===== config.mk =====
export PLATFORM = sky130hd
export DESIGN_NAME = mmu_arbiter_flat
export DESIGN_NICKNAME = d
export VERILOG_FILES = /design/src/rtl/mmu_arbiter_if.sv /design/src/rtl/mmu_arbiter.sv /design/src/flat_wrapper.sv
export SDC_FILE = /design/constraint.sdc
export NUM_CORES = 1
export LEC_CHECK = 0
export ABC_AREA = 0
export BUFFER_PORTS_ARGS = -buffer_cell sky130_fd_sc_hd__buf_4
export CORE_MARGIN = 3
export CORE_UTILIZATION = 48
export CTS_CLUSTER_DIAMETER = 120
export DETAILED_ROUTE_END_ITERATION = 8
export MAX_ROUTING_LAYER = met4
export PLACE_DENSITY = 0.77
export SETUP_SLACK_MARGIN = 0.1
export SLEW_MARGIN = 10
export SYNTH_ARGS = -nofsm -noshare
export SYNTH_HDL_FRONTEND = slang
export SYNTH_SLANG_ARGS = --single-unit

===== constraint.sdc =====
create_clock -name i_clk -period 1.4 [get_ports i_clk]
set_input_delay 0.14 -clock i_clk [delete_from_list [all_inputs] [get_ports i_clk]]
set_output_delay 0.14 -clock i_clk [all_outputs]
set_load 0.03 [all_outputs]

===== src/rtl/mmu_arbiter_if.sv =====
// Bundle of the two requester ports and the MMU command/response port seen by mmu_arbiter.
// slave is the arbiter's view; master is the surrounding CPU/DMA/MMU environment.
interface mmu_arbiter_if;
  logic [31:0] i_cpu_addr;
  logic [31:0] i_cpu_wrdata;
  logic [1:0]  i_cpu_size;
  logic [3:0]  i_cpu_cmd;
  logic        i_cpu_usermode;
  logic        i_cpu_valid;
  logic [31:0] o_cpu_rddata;
  logic        o_cpu_done;
  logic [3:0]  o_cpu_error;

  logic [31:0] i_dma_addr;
  logic [31:0] i_dma_wrdata;
  logic [1:0]  i_dma_size;
  logic [3:0]  i_dma_cmd;
  logic        i_dma_usermode;
  logic        i_dma_valid;
  logic [31:0] o_dma_rddata;
  logic        o_dma_done;
  logic [3:0]  o_dma_error;

  logic [31:0] o_mmu_addr;
  logic [31:0] o_mmu_wrdata;
  logic [1:0]  o_mmu_size;
  logic [3:0]  o_mmu_cmd;
  logic        o_mmu_usermode;
  logic        o_mmu_validcmd;
  logic [31:0] i_mmu_rddata;
  logic        i_mmu_rddata_valid;
  logic [3:0]  i_mmu_error;

  logic        o_timeout;

  modport slave (
    input  i_cpu_addr, i_cpu_wrdata, i_cpu_size, i_cpu_cmd, i_cpu_usermode, i_cpu_valid,
    output o_cpu_rddata, o_cpu_done, o_cpu_error,
    input  i_dma_addr, i_dma_wrdata, i_dma_size, i_dma_cmd, i_dma_usermode, i_dma_valid,
    output o_dma_rddata, o_dma_done, o_dma_error,
    output o_mmu_addr, o_mmu_wrdata, o_mmu_size, o_mmu_cmd, o_mmu_usermode, o_mmu_validcmd,
    input  i_mmu_rddata, i_mmu_rddata_valid, i_mmu_error,
    output o_timeout
  );

  modport master (
    output i_cpu_addr, i_cpu_wrdata, i_cpu_size, i_cpu_cmd, i_cpu_usermode, i_cpu_valid,
    input  o_cpu_rddata, o_cpu_done, o_cpu_error,
    output i_dma_addr, i_dma_wrdata, i_dma_size, i_dma_cmd, i_dma_usermode, i_dma_valid,
    input  o_dma_rddata, o_dma_done, o_dma_error,
    input  o_mmu_addr, o_mmu_wrdata, o_mmu_size, o_mmu_cmd, o_mmu_usermode, o_mmu_validcmd,
    output i_mmu_rddata, i_mmu_rddata_valid, i_mmu_error,
    input  o_timeout
  );
endinterface


===== src/rtl/mmu_arbiter.sv =====
// Round-robin CPU/DMA arbiter for the single MMU command port, with per-port request latches
// and a watchdog that force-completes a transaction the MMU never answers.
module mmu_arbiter #(
  parameter int unsigned TIMEOUT     = 255,
  parameter logic [3:0]  ERR_TIMEOUT = 4'hF
) (
  input logic          i_clk,
  input logic          i_rst_n,
  mmu_arbiter_if.slave bus
);

  localparam int unsigned CntW = $clog2(TIMEOUT + 1);
  localparam logic GntCpu = 1'b0;
  localparam logic GntDma = 1'b1;

  typedef enum logic {StIdle, StWait} state_e;

  typedef struct packed {
    logic [31:0] addr;
    logic [31:0] wrdata;
    logic [1:0]  size;
    logic [3:0]  cmd;
    logic        usermode;
  } req_t;

  localparam req_t ReqReset = '{addr: '0, wrdata: '0, size: 2'b11, cmd: '0, usermode: 1'b1};

  state_e          state_q, state_d;
  logic            grant_q, grant_d;
  logic            last_grant_q, last_grant_d;
  logic [CntW-1:0] cnt_q, cnt_d;
  logic            cpu_pend_q, cpu_pend_d;
  logic            dma_pend_q, dma_pend_d;
  req_t            cpu_lat_q, cpu_lat_d;
  req_t            dma_lat_q, dma_lat_d;
  req_t            mmu_q, mmu_d;
  logic            validcmd_q, validcmd_d;
  logic            timeout_q, timeout_d;

  req_t cpu_live, dma_live;
  logic cand_cpu, cand_dma, pick, expire, finish, cpu_sel, dma_sel;

  assign cpu_live = '{addr: bus.i_cpu_addr, wrdata: bus.i_cpu_wrdata, size: bus.i_cpu_size,
                      cmd: bus.i_cpu_cmd, usermode: bus.i_cpu_usermode};
  assign dma_live = '{addr: bus.i_dma_addr, wrdata: bus.i_dma_wrdata, size: bus.i_dma_size,
                      cmd: bus.i_dma_cmd, usermode: bus.i_dma_usermode};

  assign cand_cpu = cpu_pend_q | bus.i_cpu_valid;
  assign cand_dma = dma_pend_q | bus.i_dma_valid;

  // cnt_q counts WAIT cycles since the strobe cycle, so expiry lands TIMEOUT cycles after it.
  assign expire = (state_q == StWait) && (cnt_q == CntW'(TIMEOUT)) && !bus.i_mmu_rddata_valid;
  assign finish = bus.i_mmu_rddata_valid | expire;

  always_comb begin
    state_d      = state_q;
    grant_d      = grant_q;
    last_grant_d = last_grant_q;
    cnt_d        = cnt_q;
    cpu_pend_d   = cpu_pend_q;
    dma_pend_d   = dma_pend_q;
    cpu_lat_d    = cpu_lat_q;
    dma_lat_d    = dma_lat_q;
    mmu_d        = mmu_q;
    validcmd_d   = validcmd_q;
    timeout_d    = timeout_q;
    pick         = GntCpu;

    if (bus.i_cpu_valid) begin
      cpu_lat_d  = cpu_live;
      cpu_pend_d = 1'b1;
    end
    if (bus.i_dma_valid) begin
      dma_lat_d  = dma_live;
      dma_pend_d = 1'b1;
    end

    case (state_q)
      StIdle: begin
        if (cand_cpu || cand_dma) begin
          pick = (cand_cpu && cand_dma) ? ~last_grant_q : cand_dma;
          if (pick == GntDma) begin
            mmu_d      = dma_pend_q ? dma_lat_q : dma_live;
            dma_pend_d = 1'b0;
          end else begin
            mmu_d      = cpu_pend_q ? cpu_lat_q : cpu_live;
            cpu_pend_d = 1'b0;
          end
          validcmd_d   = 1'b1;
          grant_d      = pick;
          last_grant_d = pick;
          cnt_d        = '0;
          state_d      = StWait;
        end
      end
      StWait: begin
        validcmd_d = 1'b0;
        cnt_d      = cnt_q + 1'b1;
        if (finish) state_d = StIdle;
        if (expire) timeout_d = 1'b1;
      end
      default: state_d = StIdle;
    endcase
  end

  always_ff @(posedge i_clk or negedge i_rst_n) begin
    if (!i_rst_n) begin
      state_q      <= StIdle;
      grant_q      <= GntCpu;
      last_grant_q <= GntDma;
      cnt_q        <= '0;
      cpu_pend_q   <= 1'b0;
      dma_pend_q   <= 1'b0;
      cpu_lat_q    <= '0;
      dma_lat_q    <= '0;
      mmu_q        <= ReqReset;
      validcmd_q   <= 1'b0;
      timeout_q    <= 1'b0;
    end else begin
      state_q      <= state_d;
      grant_q      <= grant_d;
      last_grant_q <= last_grant_d;
      cnt_q        <= cnt_d;
      cpu_pend_q   <= cpu_pend_d;
      dma_pend_q   <= dma_pend_d;
      cpu_lat_q    <= cpu_lat_d;
      dma_lat_q    <= dma_lat_d;
      mmu_q        <= mmu_d;
      validcmd_q   <= validcmd_d;
      timeout_q    <= timeout_d;
    end
  end

  assign bus.o_mmu_addr     = mmu_q.addr;
  assign bus.o_mmu_wrdata   = mmu_q.wrdata;
  assign bus.o_mmu_size     = mmu_q.size;
  assign bus.o_mmu_cmd      = mmu_q.cmd;
  assign bus.o_mmu_usermode = mmu_q.usermode;
  assign bus.o_mmu_validcmd = validcmd_q;
  assign bus.o_timeout      = timeout_q;

  // Completion is combinational so done lines up with the MMU response cycle.
  assign cpu_sel = (state_q == StWait) && (grant_q == GntCpu);
  assign dma_sel = (state_q == StWait) && (grant_q == GntDma);

  assign bus.o_cpu_done   = cpu_sel && finish;
  assign bus.o_dma_done   = dma_sel && finish;
  assign bus.o_cpu_rddata = (cpu_sel && !expire) ? bus.i_mmu_rddata : '0;
  assign bus.o_dma_rddata = (dma_sel && !expire) ? bus.i_mmu_rddata : '0;
  assign bus.o_cpu_error  = !cpu_sel ? 4'h0 : (expire ? ERR_TIMEOUT : bus.i_mmu_error);
  assign bus.o_dma_error  = !dma_sel ? 4'h0 : (expire ? ERR_TIMEOUT : bus.i_mmu_error);

endmodule

===== src/flat_wrapper.sv =====
// flat-port wrapper written by rule: the top's interface ports become plain ports
module mmu_arbiter_flat 
#(
  parameter int unsigned TIMEOUT     = 255,
  parameter logic [3:0]  ERR_TIMEOUT = 4'hF
)
  (i_clk, i_rst_n, bus_i_cpu_addr, bus_i_cpu_wrdata, bus_i_cpu_size, bus_i_cpu_cmd, bus_i_cpu_usermode, bus_i_cpu_valid, bus_o_cpu_rddata, bus_o_cpu_done, bus_o_cpu_error, bus_i_dma_addr, bus_i_dma_wrdata, bus_i_dma_size, bus_i_dma_cmd, bus_i_dma_usermode, bus_i_dma_valid, bus_o_dma_rddata, bus_o_dma_done, bus_o_dma_error, bus_o_mmu_addr, bus_o_mmu_wrdata, bus_o_mmu_size, bus_o_mmu_cmd, bus_o_mmu_usermode, bus_o_mmu_validcmd, bus_i_mmu_rddata, bus_i_mmu_rddata_valid, bus_i_mmu_error, bus_o_timeout);
  mmu_arbiter_if bus_i ();
  input logic i_clk;
  input logic i_rst_n;
  input wire logic [$bits(bus_i.i_cpu_addr)-1:0] bus_i_cpu_addr;
  input wire logic [$bits(bus_i.i_cpu_wrdata)-1:0] bus_i_cpu_wrdata;
  input wire logic [$bits(bus_i.i_cpu_size)-1:0] bus_i_cpu_size;
  input wire logic [$bits(bus_i.i_cpu_cmd)-1:0] bus_i_cpu_cmd;
  input wire logic [$bits(bus_i.i_cpu_usermode)-1:0] bus_i_cpu_usermode;
  input wire logic [$bits(bus_i.i_cpu_valid)-1:0] bus_i_cpu_valid;
  output wire logic [$bits(bus_i.o_cpu_rddata)-1:0] bus_o_cpu_rddata;
  output wire logic [$bits(bus_i.o_cpu_done)-1:0] bus_o_cpu_done;
  output wire logic [$bits(bus_i.o_cpu_error)-1:0] bus_o_cpu_error;
  input wire logic [$bits(bus_i.i_dma_addr)-1:0] bus_i_dma_addr;
  input wire logic [$bits(bus_i.i_dma_wrdata)-1:0] bus_i_dma_wrdata;
  input wire logic [$bits(bus_i.i_dma_size)-1:0] bus_i_dma_size;
  input wire logic [$bits(bus_i.i_dma_cmd)-1:0] bus_i_dma_cmd;
  input wire logic [$bits(bus_i.i_dma_usermode)-1:0] bus_i_dma_usermode;
  input wire logic [$bits(bus_i.i_dma_valid)-1:0] bus_i_dma_valid;
  output wire logic [$bits(bus_i.o_dma_rddata)-1:0] bus_o_dma_rddata;
  output wire logic [$bits(bus_i.o_dma_done)-1:0] bus_o_dma_done;
  output wire logic [$bits(bus_i.o_dma_error)-1:0] bus_o_dma_error;
  output wire logic [$bits(bus_i.o_mmu_addr)-1:0] bus_o_mmu_addr;
  output wire logic [$bits(bus_i.o_mmu_wrdata)-1:0] bus_o_mmu_wrdata;
  output wire logic [$bits(bus_i.o_mmu_size)-1:0] bus_o_mmu_size;
  output wire logic [$bits(bus_i.o_mmu_cmd)-1:0] bus_o_mmu_cmd;
  output wire logic [$bits(bus_i.o_mmu_usermode)-1:0] bus_o_mmu_usermode;
  output wire logic [$bits(bus_i.o_mmu_validcmd)-1:0] bus_o_mmu_validcmd;
  input wire logic [$bits(bus_i.i_mmu_rddata)-1:0] bus_i_mmu_rddata;
  input wire logic [$bits(bus_i.i_mmu_rddata_valid)-1:0] bus_i_mmu_rddata_valid;
  input wire logic [$bits(bus_i.i_mmu_error)-1:0] bus_i_mmu_error;
  output wire logic [$bits(bus_i.o_timeout)-1:0] bus_o_timeout;
  assign bus_i.i_cpu_addr = bus_i_cpu_addr;
  assign bus_i.i_cpu_wrdata = bus_i_cpu_wrdata;
  assign bus_i.i_cpu_size = bus_i_cpu_size;
  assign bus_i.i_cpu_cmd = bus_i_cpu_cmd;
  assign bus_i.i_cpu_usermode = bus_i_cpu_usermode;
  assign bus_i.i_cpu_valid = bus_i_cpu_valid;
  assign bus_o_cpu_rddata = bus_i.o_cpu_rddata;
  assign bus_o_cpu_done = bus_i.o_cpu_done;
  assign bus_o_cpu_error = bus_i.o_cpu_error;
  assign bus_i.i_dma_addr = bus_i_dma_addr;
  assign bus_i.i_dma_wrdata = bus_i_dma_wrdata;
  assign bus_i.i_dma_size = bus_i_dma_size;
  assign bus_i.i_dma_cmd = bus_i_dma_cmd;
  assign bus_i.i_dma_usermode = bus_i_dma_usermode;
  assign bus_i.i_dma_valid = bus_i_dma_valid;
  assign bus_o_dma_rddata = bus_i.o_dma_rddata;
  assign bus_o_dma_done = bus_i.o_dma_done;
  assign bus_o_dma_error = bus_i.o_dma_error;
  assign bus_o_mmu_addr = bus_i.o_mmu_addr;
  assign bus_o_mmu_wrdata = bus_i.o_mmu_wrdata;
  assign bus_o_mmu_size = bus_i.o_mmu_size;
  assign bus_o_mmu_cmd = bus_i.o_mmu_cmd;
  assign bus_o_mmu_usermode = bus_i.o_mmu_usermode;
  assign bus_o_mmu_validcmd = bus_i.o_mmu_validcmd;
  assign bus_i.i_mmu_rddata = bus_i_mmu_rddata;
  assign bus_i.i_mmu_rddata_valid = bus_i_mmu_rddata_valid;
  assign bus_i.i_mmu_error = bus_i_mmu_error;
  assign bus_o_timeout = bus_i.o_timeout;
  mmu_arbiter #(.TIMEOUT(TIMEOUT), .ERR_TIMEOUT(ERR_TIMEOUT)) u_core (.i_clk(i_clk), .i_rst_n(i_rst_n), .bus(bus_i));
endmodule

==> results of run 1 <==
-- cell families after synthesis --
| logic type | after synthesis | share of synthesized area, % |
|---|---|---|
| AO/OA/AOI/OAI | 312 | 20.1 |
| XOR/XNOR | 1 | 0.0740 |
| adder cells (fa/ha/maj) | 1 | 0.106 |
| buffers and inverters | 113 | 5.05 |
| flip-flops | 228 | 48.2 |
| multiplexers | 147 | 13.9 |
| AND/OR/NAND/NOR | 237 | 12.5 |
-- synth_stat cells, drive strengths merged, types with 4 or more instances --
| cell | number |
|---|---|
| o21ai | 78 |
| and2 | 67 |
| mux2i | 4 |
| o21a | 9 |
| a221oi | 71 |
| a2111oi | 71 |
| o31ai | 72 |
| dfstp | 4 |
| mux2 | 143 |
| nor2b | 144 |
| buf | 66 |
| clkbuf | 45 |
| nor2 | 6 |
| dfrtp | 224 |
-- stage by stage --
stage	util (%)	setup slack, ps	TNS (ps)	instances
2_1_floorplan	-	-111	-13290	1039
3_3_place_gp	65.7	-238	-23130	1656
3_5_place_dp	65.7	-305	-26750	1656
4_1_cts	88.1	-704	-74080	1915
-- timing repair --
item / in CTS
resized for setup: 360
pin swaps: 52
hold buffers: 143
setup endpoints to repair: 162
gates cloned: 33
setup buffers: 36
endpoints found under the hold margin: 368
-- per-layer routing --
| layer | overflow | track usage, % |
|---|---|---|
| met4 | 11 | 79.2 |
| met1 | 0 | 69.9 |
| met3 | 3 | 53.7 |
| met2 | 0 | 92.2 |
| met5 | - | - |
==> out/qor.log, run 1 <==
INFO  yosys          dominantRegCellSynth=dfrtp_1
INFO  timing         worst_endpoint_kind=primary output
INFO  cts            clock_tree.htree_level_count=1
INFO  outcome        run.stop_error=[ERROR GRT-0232] Routing congestion too high. Check the congestion heatmap in the GUI.
INFO  yosys          edff_count_synth=0
INFO  yosys          synth_top_area_share=47.4%
INFO  yosys          synthesis.yosys.warnings=0
INFO  yosys          synth.avg_cell_area=11.4µm²
INFO  grt            globalRoute.totalOverflow=14
INFO  cts            cts_max_path_buffers=3
INFO  cts            clock_root_buffer=clkbuf_16
INFO  floorplanning  ios=330
INFO  outcome        failed_stage=global routing (5_1_grt)
INFO  timing         worstEndpointGrtRepair=bus_o_cpu_error[1]
INFO  yosys          ys_types=38
INFO  grt            antenna_found_initial=12
INFO  floorplanning  rows=56
INFO  floorplanning  die_width=163µm
INFO  cts            clkSinkCount=228
INFO  yosys          synthesis.nets=1223
INFO  grt            grt_max_degree=61
INFO  yosys          mappedNetlistArea=11800µm²
INFO  yosys          ys_top_cells_by_area=dfrtp_1, mux2_2, nor2b_1, a221oi_1, o31ai_1
INFO  floorplanning  die-height=163µm
INFO  place          io_buffers=329
INFO  yosys          post-synth-top-area-cell=dfrtp_1
INFO  yosys          postSynthCellCount=1039
INFO  place          cell_area_after_placement=15600µm²
INFO  place          dpl.hpwl=25600µm
INFO  floorplanning  starting_density=49.7%
INFO  grt            grt_util_all_layers=74.3%
INFO  yosys          postSynthRegisterBits=228
INFO  cts            numCtsBuffers=26
INFO  yosys          synth_seq_area_share=48.2%
INFO  place          place.gp.congestion=0.854
INFO  yosys          async_reset_ff_share=100%
INFO  outcome        run_status=aborted with a tool error
==> run 2: changes to the inputs <==
Settings changed: CORE_UTILIZATION 48 to 40, CTS_CLUSTER_DIAMETER 120 to default, MAX_ROUTING_LAYER met4 to default, PLACE_DENSITY 0.77 to default, PLACE_DENSITY_LB_ADDON from default to 0.15, SETUP_SLACK_MARGIN 0.1 to default.
Clock period 1.4 ns to 1.8 ns, I/O delays scaled along.
==> run 2 against run 1 <==
  * The flow now finishes, with violations (negative setup slack)
  * Area after synthesis stayed put
  * Synthesized cell count unchanged
==> out/qor.log, run 2 <==
INFO  setup_path     worstSetupPathType=reg2out
INFO  pwr            powerDensity=1540nW/µm²
INFO  timing         final_min_period_over_clock_period=123%
INFO  grt            antenna_found_initial=2
INFO  timing         max_freq=453MHz
INFO  pwr            power.static_leakage=7.58nW
INFO  cts            numCtsBuffers=26
INFO  yosys          edff_count_synth=0
INFO  routing        route.final.wire_length=39500µm
INFO  final_layout   commonest_non_fill_non_tap_cell_in_the_layout=buf_4
INFO  final_layout   area_delta_synth_final=50.6%
INFO  pwr            internal_power=0.0160W
INFO  cts            clkSinkCount=228
INFO  yosys          mappedNetlistArea=11800µm²
INFO  grt            groute.layer.met1.usage=31.5%
INFO  routing        post-route-drc-count=0
INFO  grt            met2_usage=42.1%
INFO  grt            groute.layer.met3.usage=4.19%
INFO  setup_path     start_kind=register
INFO  hold_path      hold_class=in2reg
INFO  pwr            peak_supply_drop=0.00105V
INFO  grt            grt_pass1_vias=10.7k
INFO  cts            cts_max_path_buffers=3
INFO  timing         finalClockSkew=8.67ps
INFO  floorplanning  die-area=31700µm²
INFO  hold_path      min_delay_src=bus_i_cpu_valid
INFO  final_layout   final_area=17800µm²
INFO  yosys          postSynthRegisterBits=228
INFO  timing         rsz0062_at_grt=yes
INFO  job            cap_violations=0
INFO  grt            globalRoute.totalOverflow=0
INFO  final_layout   post_route_cells_drive_above_1_share=42.3%
INFO  cts            clkTransAtPathRegs=60ps
INFO  cts            clock_root_buffer=clkbuf_16
INFO  setup_path     worst_case_register_to_register_setup_slack=70ps
INFO  final_layout   fillers=2357
INFO  yosys          synth.avg_cell_area=11.4µm²
INFO  timing         fin_crit_period=2210ps
INFO  yosys          ys_top_cells_by_area=dfrtp_1, mux2_2, nor2b_1, a221oi_1, o31ai_1
INFO  routing        drt_first_pass_iters=6
INFO  floorplanning  core_region_area=28900µm²
INFO  final_layout   largest_registers=u_core.cpu_lat_q: 71 flops, u_core.dma_lat_q: 71 flops
INFO  place          place.gp.congestion=0.777
INFO  yosys          synth_most_common_cell=dfrtp_1
INFO  floorplanning  die-height=178µm
INFO  routing        wire_per_inst=20.8µm
INFO  floorplanning  rows=62
INFO  setup_path     cpLargestDelayFamily=simple AND/OR/NAND/NOR gates
INFO  yosys          commonest_cells_in_the_synthesized_netlist=dfrtp_1, nor2b_1, mux2_2
INFO  yosys          ys_types=38
INFO  pwr            sequentialPowerShare=26.4%
INFO  yosys          async_reset_ff_share=100%
INFO  place          cell_area_after_placement=14900µm²
INFO  setup_path     critical_path_buffers_and_inverters=2
INFO  setup_path     required=1620ps
INFO  yosys          postSynthCellCount=1039
INFO  setup_path     critPathSlowestCell=dfrtp_1
INFO  setup_path     worst-r2r-cell-count=4
INFO  setup_path     biggest_fanout_along_the_worst_timing_path=16
INFO  place          io_buffers=329
INFO  cts            worst_skew_pair.late_latency=520ps
INFO  yosys          synthesis.nets=1223
INFO  timing         timing_hold_violations_final=0
INFO  pwr            design_power_total=0.0275W
INFO  timing         setup_viol=74
INFO  yosys          dominantRegCellSynth=dfrtp_1
INFO  pwr            total_switching_power=0.0115W
INFO  routing        detail_route.vias_per_cell=5.50
INFO  pwr            power.switching_fraction=41.8%
INFO  setup_path     cp_cell_sequence=and2_1 -> a41oi_4 -> buf_6 -> and2_1 -> buf_6
INFO  routing        route.vias.total=10.4k
INFO  hold_path      min_path_cells=2
INFO  routing        route.antenna.remaining_nets=0
INFO  outcome        failing_checks=negative setup slack
INFO  yosys          post-synth-top-area-cell=dfrtp_1
INFO  timing         worst-slew-pin-transition=530ps
INFO  hold_path      worst_hold_path.endpoint=u_core.cpu_lat_q[65]$_DFFE_PN0P_
INFO  setup_path     worst_setup_path_end_kind=output port
INFO  yosys          synth_seq_area_share=48.2%
INFO  setup_path     critPathMaxStageDelay=410ps
INFO  cts            clock_tree.htree_level_count=1
INFO  setup_path     critical_path_depth=5
INFO  routing        drtIter0Drc=647
INFO  final_layout   utilization=61.6%
INFO  floorplanning  starting_density=40.9%
INFO  yosys          synth_top_area_share=47.4%
INFO  cts            tritoncts=yes
INFO  place          dp_slack=-56.6ps
INFO  setup_path     worst-endpoint-arrival=2030ps
INFO  yosys          synthesis.yosys.warnings=0
INFO  grt            busiest_layer=met2
INFO  final_layout   nets=1681
INFO  timing         report.final.slew_viol_count=0
INFO  grt            grt_max_degree=99
INFO  floorplanning  die_width=178µm
INFO  grt            grt_pass1_wl=61000µm
INFO  timing         relSlewSlack=63.8%
INFO  setup_path     worst_r2r_endpoint=u_core.bus.o_mmu_wrdata[9]$_DFFE_PN0P_
INFO  pwr            comb_power_share=54.1%
INFO  floorplanning  ios=330
INFO  outcome        run_status=finished, violations left
INFO  grt            grt_util_all_layers=24.2%
INFO  pwr            share_clk_of_total_power=19.5%
INFO  place          dpl.hpwl=24800µm
INFO  final_layout   layout.cells.most_common_list=buf_4, dfrtp_1, nor2b_1, mux2_2, dlygate4sd3_1
INFO  timing         setup_slack=-410ps
INFO  setup_path     timing.rr.start=u_core.cpu_pend_q$_DFF_PN0_
-- run 2: logic make-up after synthesis --
| kind of cell | synth area share (%) |
|---|---|
| compound gates | 20.1 |
| xor+xnor | 0.0740 |
| fa+ha+maj | 0.106 |
| buf+inv | 5.05 |
| flops | 48.2 |
| mux | 13.9 |
| simple gates | 12.5 |
-- run 2: final cells by class --
cell class	instances	area [µm²]	share of cell area (%)
clock inverters	4	45.0	0.253
inverters	2	7.51	0.0421
flip-flops and latches	228	5720	32.1
repair buffers	541	5020	28.2
multi-input cells	698	5730	32.1
clock buffers	42	822	4.61
well taps	384	480	2.69
diodes	2	5.00	0.0281
-- run 2: timing repair --
item | 4_1_cts | 5_1_grt
cloned | 4 | 0
endpoints found under the hold margin | 205 | 0
hold buffers | 143 | 0
endpoints found under the setup margin | 77 | 103
buffers inserted | 6 | 4
gates resized for setup | 103 | 32
pin swaps | 20 | 2
-- run 2: metrics by stage --
stage,TNS [ps],hold slack (ps),cells
6_report,-27460,29.1,1901
3_5_place_dp,-125,145,1697
5_1_grt,-32970,19.2,1901
4_1_cts,-28610,16.9,1896
3_3_place_gp,-59.8,133,1697
2_1_floorplan,0,-116,1039
-- run 2: worst max path at each step --
stage | from | end | slack (ps)
after floorplan | u_core.cnt_q[0]$_DFFE_PN0P_ | bus_o_cpu_rddata[10] | 20
after CTS | u_core.cnt_q[1]$_DFFE_PN0P_ | bus_o_cpu_rddata[3] | -430
final | u_core.cnt_q[6]$_DFFE_PN0P_ | bus_o_cpu_rddata[30] | -410
after global routing | u_core.cnt_q[1]$_DFFE_PN0P_ | bus_o_dma_rddata[15] | -480
after detailed placement | u_core.cpu_pend_q$_DFF_PN0_ | u_core.bus.o_mmu_addr[13]$_DFFE_PN0P_ | -60
after global placement | u_core.cpu_pend_q$_DFF_PN0_ | u_core.bus.o_mmu_addr[13]$_DFFE_PN0P_ | -50
-- run 2: worst register-to-register path, stage by stage, from the launching register on --
cell and delay (ps):
dfrtp_4 500, o21a_2 300, buf_4 240, a2111oi_1 450
o31ai_1 120
-- run 2: layer usage --
metal | part of all wire [%] | wire (µm)
met5 | 0 | 0
met1 | 41 | 16300
met2 | 50 | 19900
met4 | 1.8 | 703
met3 | 6.9 | 2720
-- run 2: power groups by stage --
| stage | combinational (W) | clock (W) | sequential (W) |
|---|---|---|---|
| global placement | 0.0132 | 0 | 0.00728 |
| finish | 0.0149 | 0.00535 | 0.00726 |
| CTS | 0.0147 | 0.00545 | 0.00725 |
| floorplan | 0.00695 | 0 | 0.00868 |
| detailed placement | 0.0133 | 0 | 0.00732 |
| global route | 0.0160 | 0.00568 | 0.00740 |
Power figures use the tool's default switching activity.
